### src/rtl/nes_mem_arbiter_if.sv
// Bundle of the loader, PPU, CPU and memory-controller signals around the game memory arbiter.
// slave = arbiter side, master = requesters plus memory controller.
interface nes_mem_arbiter_if #(
    parameter int ADDR_W = 22,
    parameter int DATA_W = 8
);
    logic              ld_write;
    logic [ADDR_W-1:0] ld_addr;
    logic [DATA_W-1:0] ld_data;
    logic              ld_overflow;
    logic              ld_busy;

    logic              ppu_req;
    logic [ADDR_W-1:0] ppu_addr;
    logic              ppu_ack;
    logic [DATA_W-1:0] ppu_rdata;

    logic              cpu_req;
    logic              cpu_we;
    logic [ADDR_W-1:0] cpu_addr;
    logic [DATA_W-1:0] cpu_wdata;
    logic              cpu_ack;
    logic [DATA_W-1:0] cpu_rdata;

    logic              mem_req;
    logic              mem_we;
    logic [ADDR_W-1:0] mem_addr;
    logic [DATA_W-1:0] mem_wdata;
    logic [DATA_W-1:0] mem_rdata;
    logic              mem_ready;

    modport slave (
        input  ld_write, ld_addr, ld_data,
        input  ppu_req, ppu_addr,
        input  cpu_req, cpu_we, cpu_addr, cpu_wdata,
        input  mem_rdata, mem_ready,
        output ld_overflow, ld_busy,
        output ppu_ack, ppu_rdata,
        output cpu_ack, cpu_rdata,
        output mem_req, mem_we, mem_addr, mem_wdata
    );

    modport master (
        output ld_write, ld_addr, ld_data,
        output ppu_req, ppu_addr,
        output cpu_req, cpu_we, cpu_addr, cpu_wdata,
        output mem_rdata, mem_ready,
        input  ld_overflow, ld_busy,
        input  ppu_ack, ppu_rdata,
        input  cpu_ack, cpu_rdata,
        input  mem_req, mem_we, mem_addr, mem_wdata
    );
endinterface

### src/rtl/nes_mem_arbiter.sv
// Shares the single game-memory port between loader writes, PPU reads and CPU accesses.
// Define NES_ARB_STARVE_GUARD_EN to let the CPU overtake the PPU after MAX_WAIT PPU grants.
module nes_mem_arbiter #(
    parameter int ADDR_W   = 22,
    parameter int DATA_W   = 8,
    parameter int MAX_WAIT = 4
) (
    input  logic             clk,
    input  logic             reset,
    nes_mem_arbiter_if.slave bus
);
    typedef enum logic [1:0] {S_IDLE, S_BUSY, S_ACK} state_t;
    typedef enum logic [1:0] {W_LD, W_PPU, W_CPU} src_t;

    if (MAX_WAIT < 1 || MAX_WAIT > 15) begin : g_max_wait_check
        $error("MAX_WAIT must be in 1..15");
    end

    state_t            state_q, state_d;
    src_t              win_q, win_d;
    logic              grant;
    logic              cpu_first;

    logic              buf_vld_q, buf_vld_d;
    logic              buf_take, buf_load;
    logic [ADDR_W-1:0] buf_addr_q;
    logic [DATA_W-1:0] buf_data_q;
    logic              ovf_q, ovf_d;

    logic              mem_we_q, mem_we_d;
    logic [ADDR_W-1:0] mem_addr_q, mem_addr_d;
    logic [DATA_W-1:0] mem_wdata_q, mem_wdata_d;
    logic              rd_done;
    logic [DATA_W-1:0] ppu_rdata_q, ppu_rdata_d;
    logic [DATA_W-1:0] cpu_rdata_q, cpu_rdata_d;

`ifdef NES_ARB_STARVE_GUARD_EN
    localparam logic [3:0] WaitLim = 4'(MAX_WAIT);

    logic [3:0] wait_cnt_q, wait_cnt_d;

    assign cpu_first = (wait_cnt_q >= WaitLim);

    // Counts PPU wins the CPU had to sit through; saturates rather than wrapping.
    always_comb begin
        wait_cnt_d = wait_cnt_q;
        if (grant && win_d == W_CPU) begin
            wait_cnt_d = '0;
        end else if (grant && win_d == W_PPU && bus.cpu_req && wait_cnt_q != 4'hF) begin
            wait_cnt_d = wait_cnt_q + 4'd1;
        end
    end

    always_ff @(posedge clk or negedge reset) begin
        if (!reset) wait_cnt_q <= '0;
        else        wait_cnt_q <= wait_cnt_d;
    end
`else
    assign cpu_first = 1'b0;
`endif

    always_comb begin
        state_d = state_q;
        win_d   = win_q;
        grant   = 1'b0;
        case (state_q)
            S_IDLE: begin
                grant = 1'b1;
                if (buf_vld_q)                      win_d = W_LD;
                else if (bus.cpu_req && cpu_first)  win_d = W_CPU;
                else if (bus.ppu_req)               win_d = W_PPU;
                else if (bus.cpu_req)               win_d = W_CPU;
                else                                grant = 1'b0;
                if (grant) state_d = S_BUSY;
            end
            S_BUSY:  if (bus.mem_ready) state_d = S_ACK;
            S_ACK:   state_d = S_IDLE;
            default: state_d = S_IDLE;
        endcase
    end

    // The memory-side registers only move at a grant, so they hold after mem_req drops.
    always_comb begin
        mem_we_d    = mem_we_q;
        mem_addr_d  = mem_addr_q;
        mem_wdata_d = mem_wdata_q;
        if (grant) begin
            case (win_d)
                W_LD: begin
                    mem_we_d    = 1'b1;
                    mem_addr_d  = buf_addr_q;
                    mem_wdata_d = buf_data_q;
                end
                W_PPU: begin
                    mem_we_d    = 1'b0;
                    mem_addr_d  = bus.ppu_addr;
                end
                default: begin
                    mem_we_d    = bus.cpu_we;
                    mem_addr_d  = bus.cpu_addr;
                    mem_wdata_d = bus.cpu_wdata;
                end
            endcase
        end
    end

    assign rd_done     = (state_q == S_BUSY) && bus.mem_ready && !mem_we_q;
    assign ppu_rdata_d = (rd_done && win_q == W_PPU) ? bus.mem_rdata : ppu_rdata_q;
    assign cpu_rdata_d = (rd_done && win_q == W_CPU) ? bus.mem_rdata : cpu_rdata_q;

    // A write arriving in the cycle the entry is granted refills the freed slot.
    assign buf_take  = grant && (win_d == W_LD);
    assign buf_load  = bus.ld_write && (!buf_vld_q || buf_take);
    assign buf_vld_d = buf_load || (buf_vld_q && !buf_take);
    assign ovf_d     = ovf_q || (bus.ld_write && buf_vld_q && !buf_take);

    always_ff @(posedge clk or negedge reset) begin
        if (!reset) begin
            state_q     <= S_IDLE;
            win_q       <= W_LD;
            buf_vld_q   <= 1'b0;
            ovf_q       <= 1'b0;
            mem_we_q    <= 1'b0;
            mem_addr_q  <= '0;
            mem_wdata_q <= '0;
            ppu_rdata_q <= '0;
            cpu_rdata_q <= '0;
        end else begin
            state_q     <= state_d;
            win_q       <= win_d;
            buf_vld_q   <= buf_vld_d;
            ovf_q       <= ovf_d;
            mem_we_q    <= mem_we_d;
            mem_addr_q  <= mem_addr_d;
            mem_wdata_q <= mem_wdata_d;
            ppu_rdata_q <= ppu_rdata_d;
            cpu_rdata_q <= cpu_rdata_d;
        end
    end

    always_ff @(posedge clk) begin
        if (buf_load) begin
            buf_addr_q <= bus.ld_addr;
            buf_data_q <= bus.ld_data;
        end
    end

    assign bus.mem_req     = (state_q == S_BUSY);
    assign bus.mem_we      = mem_we_q;
    assign bus.mem_addr    = mem_addr_q;
    assign bus.mem_wdata   = mem_wdata_q;
    assign bus.ppu_ack     = (state_q == S_ACK) && (win_q == W_PPU);
    assign bus.cpu_ack     = (state_q == S_ACK) && (win_q == W_CPU);
    assign bus.ppu_rdata   = ppu_rdata_q;
    assign bus.cpu_rdata   = cpu_rdata_q;
    assign bus.ld_overflow = ovf_q;
    assign bus.ld_busy     = buf_vld_q || ((state_q != S_IDLE) && (win_q == W_LD));
endmodule
### src/flat_wrapper.sv
// flat-port wrapper written by rule: the top's interface ports become plain ports
module nes_mem_arbiter_flat 
#(
    parameter int ADDR_W   = 22,
    parameter int DATA_W   = 8,
    parameter int MAX_WAIT = 4
)
  (clk, reset, bus_ld_write, bus_ld_addr, bus_ld_data, bus_ppu_req, bus_ppu_addr, bus_cpu_req, bus_cpu_we, bus_cpu_addr, bus_cpu_wdata, bus_mem_rdata, bus_mem_ready, bus_ld_overflow, bus_ld_busy, bus_ppu_ack, bus_ppu_rdata, bus_cpu_ack, bus_cpu_rdata, bus_mem_req, bus_mem_we, bus_mem_addr, bus_mem_wdata);
  nes_mem_arbiter_if #(.ADDR_W(ADDR_W), .DATA_W(DATA_W)) bus_i ();
  input  logic clk;
  input  logic reset;
  input wire logic [$bits(bus_i.ld_write)-1:0] bus_ld_write;
  input wire logic [$bits(bus_i.ld_addr)-1:0] bus_ld_addr;
  input wire logic [$bits(bus_i.ld_data)-1:0] bus_ld_data;
  input wire logic [$bits(bus_i.ppu_req)-1:0] bus_ppu_req;
  input wire logic [$bits(bus_i.ppu_addr)-1:0] bus_ppu_addr;
  input wire logic [$bits(bus_i.cpu_req)-1:0] bus_cpu_req;
  input wire logic [$bits(bus_i.cpu_we)-1:0] bus_cpu_we;
  input wire logic [$bits(bus_i.cpu_addr)-1:0] bus_cpu_addr;
  input wire logic [$bits(bus_i.cpu_wdata)-1:0] bus_cpu_wdata;
  input wire logic [$bits(bus_i.mem_rdata)-1:0] bus_mem_rdata;
  input wire logic [$bits(bus_i.mem_ready)-1:0] bus_mem_ready;
  output wire logic [$bits(bus_i.ld_overflow)-1:0] bus_ld_overflow;
  output wire logic [$bits(bus_i.ld_busy)-1:0] bus_ld_busy;
  output wire logic [$bits(bus_i.ppu_ack)-1:0] bus_ppu_ack;
  output wire logic [$bits(bus_i.ppu_rdata)-1:0] bus_ppu_rdata;
  output wire logic [$bits(bus_i.cpu_ack)-1:0] bus_cpu_ack;
  output wire logic [$bits(bus_i.cpu_rdata)-1:0] bus_cpu_rdata;
  output wire logic [$bits(bus_i.mem_req)-1:0] bus_mem_req;
  output wire logic [$bits(bus_i.mem_we)-1:0] bus_mem_we;
  output wire logic [$bits(bus_i.mem_addr)-1:0] bus_mem_addr;
  output wire logic [$bits(bus_i.mem_wdata)-1:0] bus_mem_wdata;
  assign bus_i.ld_write = bus_ld_write;
  assign bus_i.ld_addr = bus_ld_addr;
  assign bus_i.ld_data = bus_ld_data;
  assign bus_i.ppu_req = bus_ppu_req;
  assign bus_i.ppu_addr = bus_ppu_addr;
  assign bus_i.cpu_req = bus_cpu_req;
  assign bus_i.cpu_we = bus_cpu_we;
  assign bus_i.cpu_addr = bus_cpu_addr;
  assign bus_i.cpu_wdata = bus_cpu_wdata;
  assign bus_i.mem_rdata = bus_mem_rdata;
  assign bus_i.mem_ready = bus_mem_ready;
  assign bus_ld_overflow = bus_i.ld_overflow;
  assign bus_ld_busy = bus_i.ld_busy;
  assign bus_ppu_ack = bus_i.ppu_ack;
  assign bus_ppu_rdata = bus_i.ppu_rdata;
  assign bus_cpu_ack = bus_i.cpu_ack;
  assign bus_cpu_rdata = bus_i.cpu_rdata;
  assign bus_mem_req = bus_i.mem_req;
  assign bus_mem_we = bus_i.mem_we;
  assign bus_mem_addr = bus_i.mem_addr;
  assign bus_mem_wdata = bus_i.mem_wdata;
  nes_mem_arbiter #(.ADDR_W(ADDR_W), .DATA_W(DATA_W), .MAX_WAIT(MAX_WAIT)) u_core (.clk(clk), .reset(reset), .bus(bus_i));
endmodule
### config.mk
export PLATFORM = sky130hd
export DESIGN_NAME = nes_mem_arbiter_flat
export DESIGN_NICKNAME = d
export VERILOG_FILES = /design/src/rtl/nes_mem_arbiter_if.sv /design/src/rtl/nes_mem_arbiter.sv /design/src/flat_wrapper.sv
export SDC_FILE = /design/constraint.sdc
export NUM_CORES = 1
export LEC_CHECK = 0
export CAP_MARGIN = 25
export CORE_ASPECT_RATIO = 1.25
export CORE_MARGIN = 2
export CORE_UTILIZATION = 35
export CTS_CLUSTER_SIZE = 16
export DETAILED_ROUTE_END_ITERATION = 8
export PLACE_DENSITY = 0.67
export SLEW_MARGIN = 10
export SYNTH_ARGS = -nofsm -noshare
export SYNTH_HDL_FRONTEND = slang
export SYNTH_SLANG_ARGS = --single-unit
### constraint.sdc
create_clock -name clk -period 5.2 [get_ports clk]
set_clock_uncertainty 0.05 [all_clocks]
set_input_delay 1.3 -clock clk [delete_from_list [all_inputs] [get_ports clk]]
set_output_delay 1.3 -clock clk [all_outputs]
set_load 0.005 [all_outputs]
==> flow_metrics.py <==
metrics = {
    "run_status": {
        "outcome": "completed",
    },
    "finish": {
        "diodes": 0,
        "layout_common_cells": "clkdlybuf4s50_1 (147), dfrtp_1 (53), edfxtp_1 (30), a21oi_1 (25)",
        "fin_nets": 531,
        "final_util_pct": 55.1,
        "fillers": 898,
        "drive_above_1_share_pct": 12.8,
        "layout_commonest_cell": "clkdlybuf4s50_1",
        "synthToLayoutAreaGrowth_pct": 53.0,
    },
    "global_routing": {
        "grt_overflow": 0,
        "grt_usage_pct": 18.3,
        "grt_max_degree": 54,
        "grt_pass1_vias": 3056,
        "grt_pass1_wl_um": 15900,
        "antenna_found_initial": 0,
    },
    "die": {
        "ios": 149,
        "coreArea_sq_mm": 0.0102,
        "start_util_pct": 36.0,
        "die_y_um": 118,
        "die_area_sq_mm": 0.0113,
        "dieWidth_um": 95.4,
        "row_count": 41,
    },
    "timing": {
        "finalMaxSlewViolations": 0,
        "final.period_utilization_pct": 62.0,
        "rsz0062_at_grt": "no",
        "slew_headroom_pct": 49.5,
        "fin_crit_ns": 3.22,
        "finalSetupViolations": 0,
        "fmax_mhz": 310,
        "fin_hold_ws_ns": 0.413,
        "fin_setup_tns_ns": 0,
        "worst_pin_slew_ns": 0.757,
        "hold_viol_final": 0,
    },
    "placement": {
        "routabilityCongestion": 0.774,
        "post-dp-hpwl_um": 6810,
        "port_buffers": 148,
    },
    "worst_setup_path": {
        "r2r.worst_path.cells": 5,
        "slowest_stage": "dfrtp_1",
        "critical_path_required_ns": 3.85,
        "worst-path-buf-inv": 1,
        "cp_top_family": "flip-flops",
        "rr_startpoint": "u_core.buf_vld_q$_DFF_PN0_",
        "cp_cell_sequence": "or2_2 > a21o_1 > clkdlybuf4s50_1",
        "rrSetupSlack_ns": 3.01,
        "slowest_delay_ns": 0.48,
        "worstSetupEndpointType": "output port",
        "r2r_end": "u_core.bus.mem_addr[20]$_DFFE_PN0N_",
        "crit_arrival_ns": 1.87,
        "worstSetupStartpointType": "register",
        "cp_max_fo": 10,
        "path_class": "reg -> out",
    },
    "clock_tree": {
        "post_cts_buffers": 0,
        "clk_path_buf_depth": 2,
        "path_clk_slew_ns": 0.06,
        "cts_tree": "built",
        "insertion_delay_ns": 0.33,
        "cts_max_level": 3,
        "root_buffer": "clkbuf_16",
        "ctsResizeCount": 0,
        "cts.sinks": 83,
        "hold_buffers": 0,
        "numCtsBuffers": 9,
    },
    "worst_hold_path": {
        "holdCritStartpoint": "u_core.bus.ld_overflow$_DFF_PN0_",
        "hold_depth": 1,
        "min_path_type": "reg -> reg",
        "hold_end": "u_core.bus.ld_overflow$_DFF_PN0_",
    },
    "flow_run": {
        "drv_cap": 0,
    },
    "power_and_ir_drop": {
        "pwr_density_cell_mw_per_mm2": 462,
        "leakage_uw": 0.00221,
        "irDropWorstVdd_uv": 184,
    },
    "detailed_routing": {
        "drt_iter0_drc": 114,
        "drc_errors": 0,
        "dr.pass1.iters": 4,
        "vias_per_cell": 5.15,
        "finalWirelength_um": 10000,
        "vias": 2926,
        "ant_nets": 0,
        "wire_per_inst_um": 17.7,
    },
    "yosys": {
        "syn_inst": 288,
        "yosysSeqAreaShare_pct": 60.9,
        "netlist_area_sq_mm": 0.00365,
        "synth_warnings": 0,
        "avgSynthCellArea_sq_um": 12.7,
        "ys_seq_elements": 83,
        "synth_cell_types": 36,
        "syn-num-nets": 385,
    },
}
-- final cells by class --
type | instances | area (sq um) | share of cell area, %
clock buffers | 11 | 264 | 4.72
inverters | 22 | 82.6 | 1.48
clock inverters | 5 | 57.6 | 1.03
repair buffers | 154 | 1560 | 27.8
multi-input cells | 164 | 1240 | 22.2
flip-flops and latches | 83 | 2230 | 39.8
well taps | 129 | 161 | 2.89
-- power breakdown --
part / switching (uW) / internal (uW)
clock network: 260 / 415
logic: 313 / 576
registers: 124 / 897
-- per-stage QoR --
stage                     total power [uW]  cell area [sq um]  std cells  worst slack, ns
after CTS                             2600               5560        566             1.95
after floorplan                       1380               3650        288             1.15
after detailed placement              1920               5240        550             1.61
after global routing                  2740               5590        568             1.91
after global placement                1880               5210        549             1.65
final                                 2580               5590        568             1.98
-- synthesized netlist by cell type, drive strengths merged --
cell    count  area [sq um]
a31oi       1          6.26
and3b       1          8.76
nand2       3          11.3
nand3b      2          22.5
buf        15           105
dfrtp      53          1330
or4b        1          13.8
o311a      22           220
or2        24           150
mux2       16           180
nor2       19          73.8
nor3        2          10.0
edfxtp     30           901
a31o        1          8.76
and2b       1          7.51
o211ai      1          7.51
nor2b       4          27.5
o32a       22           220
a211oi      1          7.51
a21oi      25           125
o22ai       8          50.1
a21o        2          15.0
o21ai       3          15.0
a21boi      1          7.51
o21a        2          15.0
clkbuf      4          16.3
nor4bb      2          20.0
inv        22          82.6
-- cell families after synthesis --
group / after synthesis / share of synthesized area [%]
buf+inv: 41 / 5.58
mux: 16 / 4.93
simple gates: 59 / 9.45
compound gates: 89 / 19.1
flops: 83 / 60.9
-- worst max-delay path by stage --
stage	from	endpoint	slack [ns]	cells after the start
floorplan	bus_ld_write	u_core.buf_addr_q[0]$_DFFE_PP_	1.15	1
global placement	bus_cpu_req	u_core.bus.mem_addr[13]$_DFFE_PN0N_	1.65	6
detailed placement	bus_cpu_req	u_core.bus.mem_addr[16]$_DFFE_PN0N_	1.61	6
CTS	bus_cpu_req	u_core.bus.mem_addr[16]$_DFFE_PN0N_	1.95	6
global route	u_core.state_q[0]$_DFFE_PN0P_	bus_ld_busy	1.91	3
finish	u_core.state_q[0]$_DFFE_PN0P_	bus_ld_busy	1.98	3
-- state kept, by name, summed over array words and instances (netlist names) --
register / count
u_core.buf_data_q: 8
u_core.bus.ld_overflow: 1
u_core.bus.cpu_rdata: 8
u_core.bus.mem_addr: 22
u_core.bus.mem_wdata: 8
u_core.bus.ppu_rdata: 8
u_core.buf_addr_q: 22
u_core.win_q: 2
u_core.state_q: 2
u_core.buf_vld_q: 1
u_core.bus.mem_we: 1
-- layer usage --
layer / routed length [um] / share of wire, % / up-vias / global-route usage (%)
met5: 0 / 0 / - / 0
met2: 5050 / 50 / 108 / 30.8
li1: - / - / 1380 / -
met3: 646 / 6.4 / 16 / 3.51
met1: 4140 / 41 / 1422 / 22.5
met4: 195 / 1.9 / 0 / 7.68
Power figures use the tool's default switching activity.
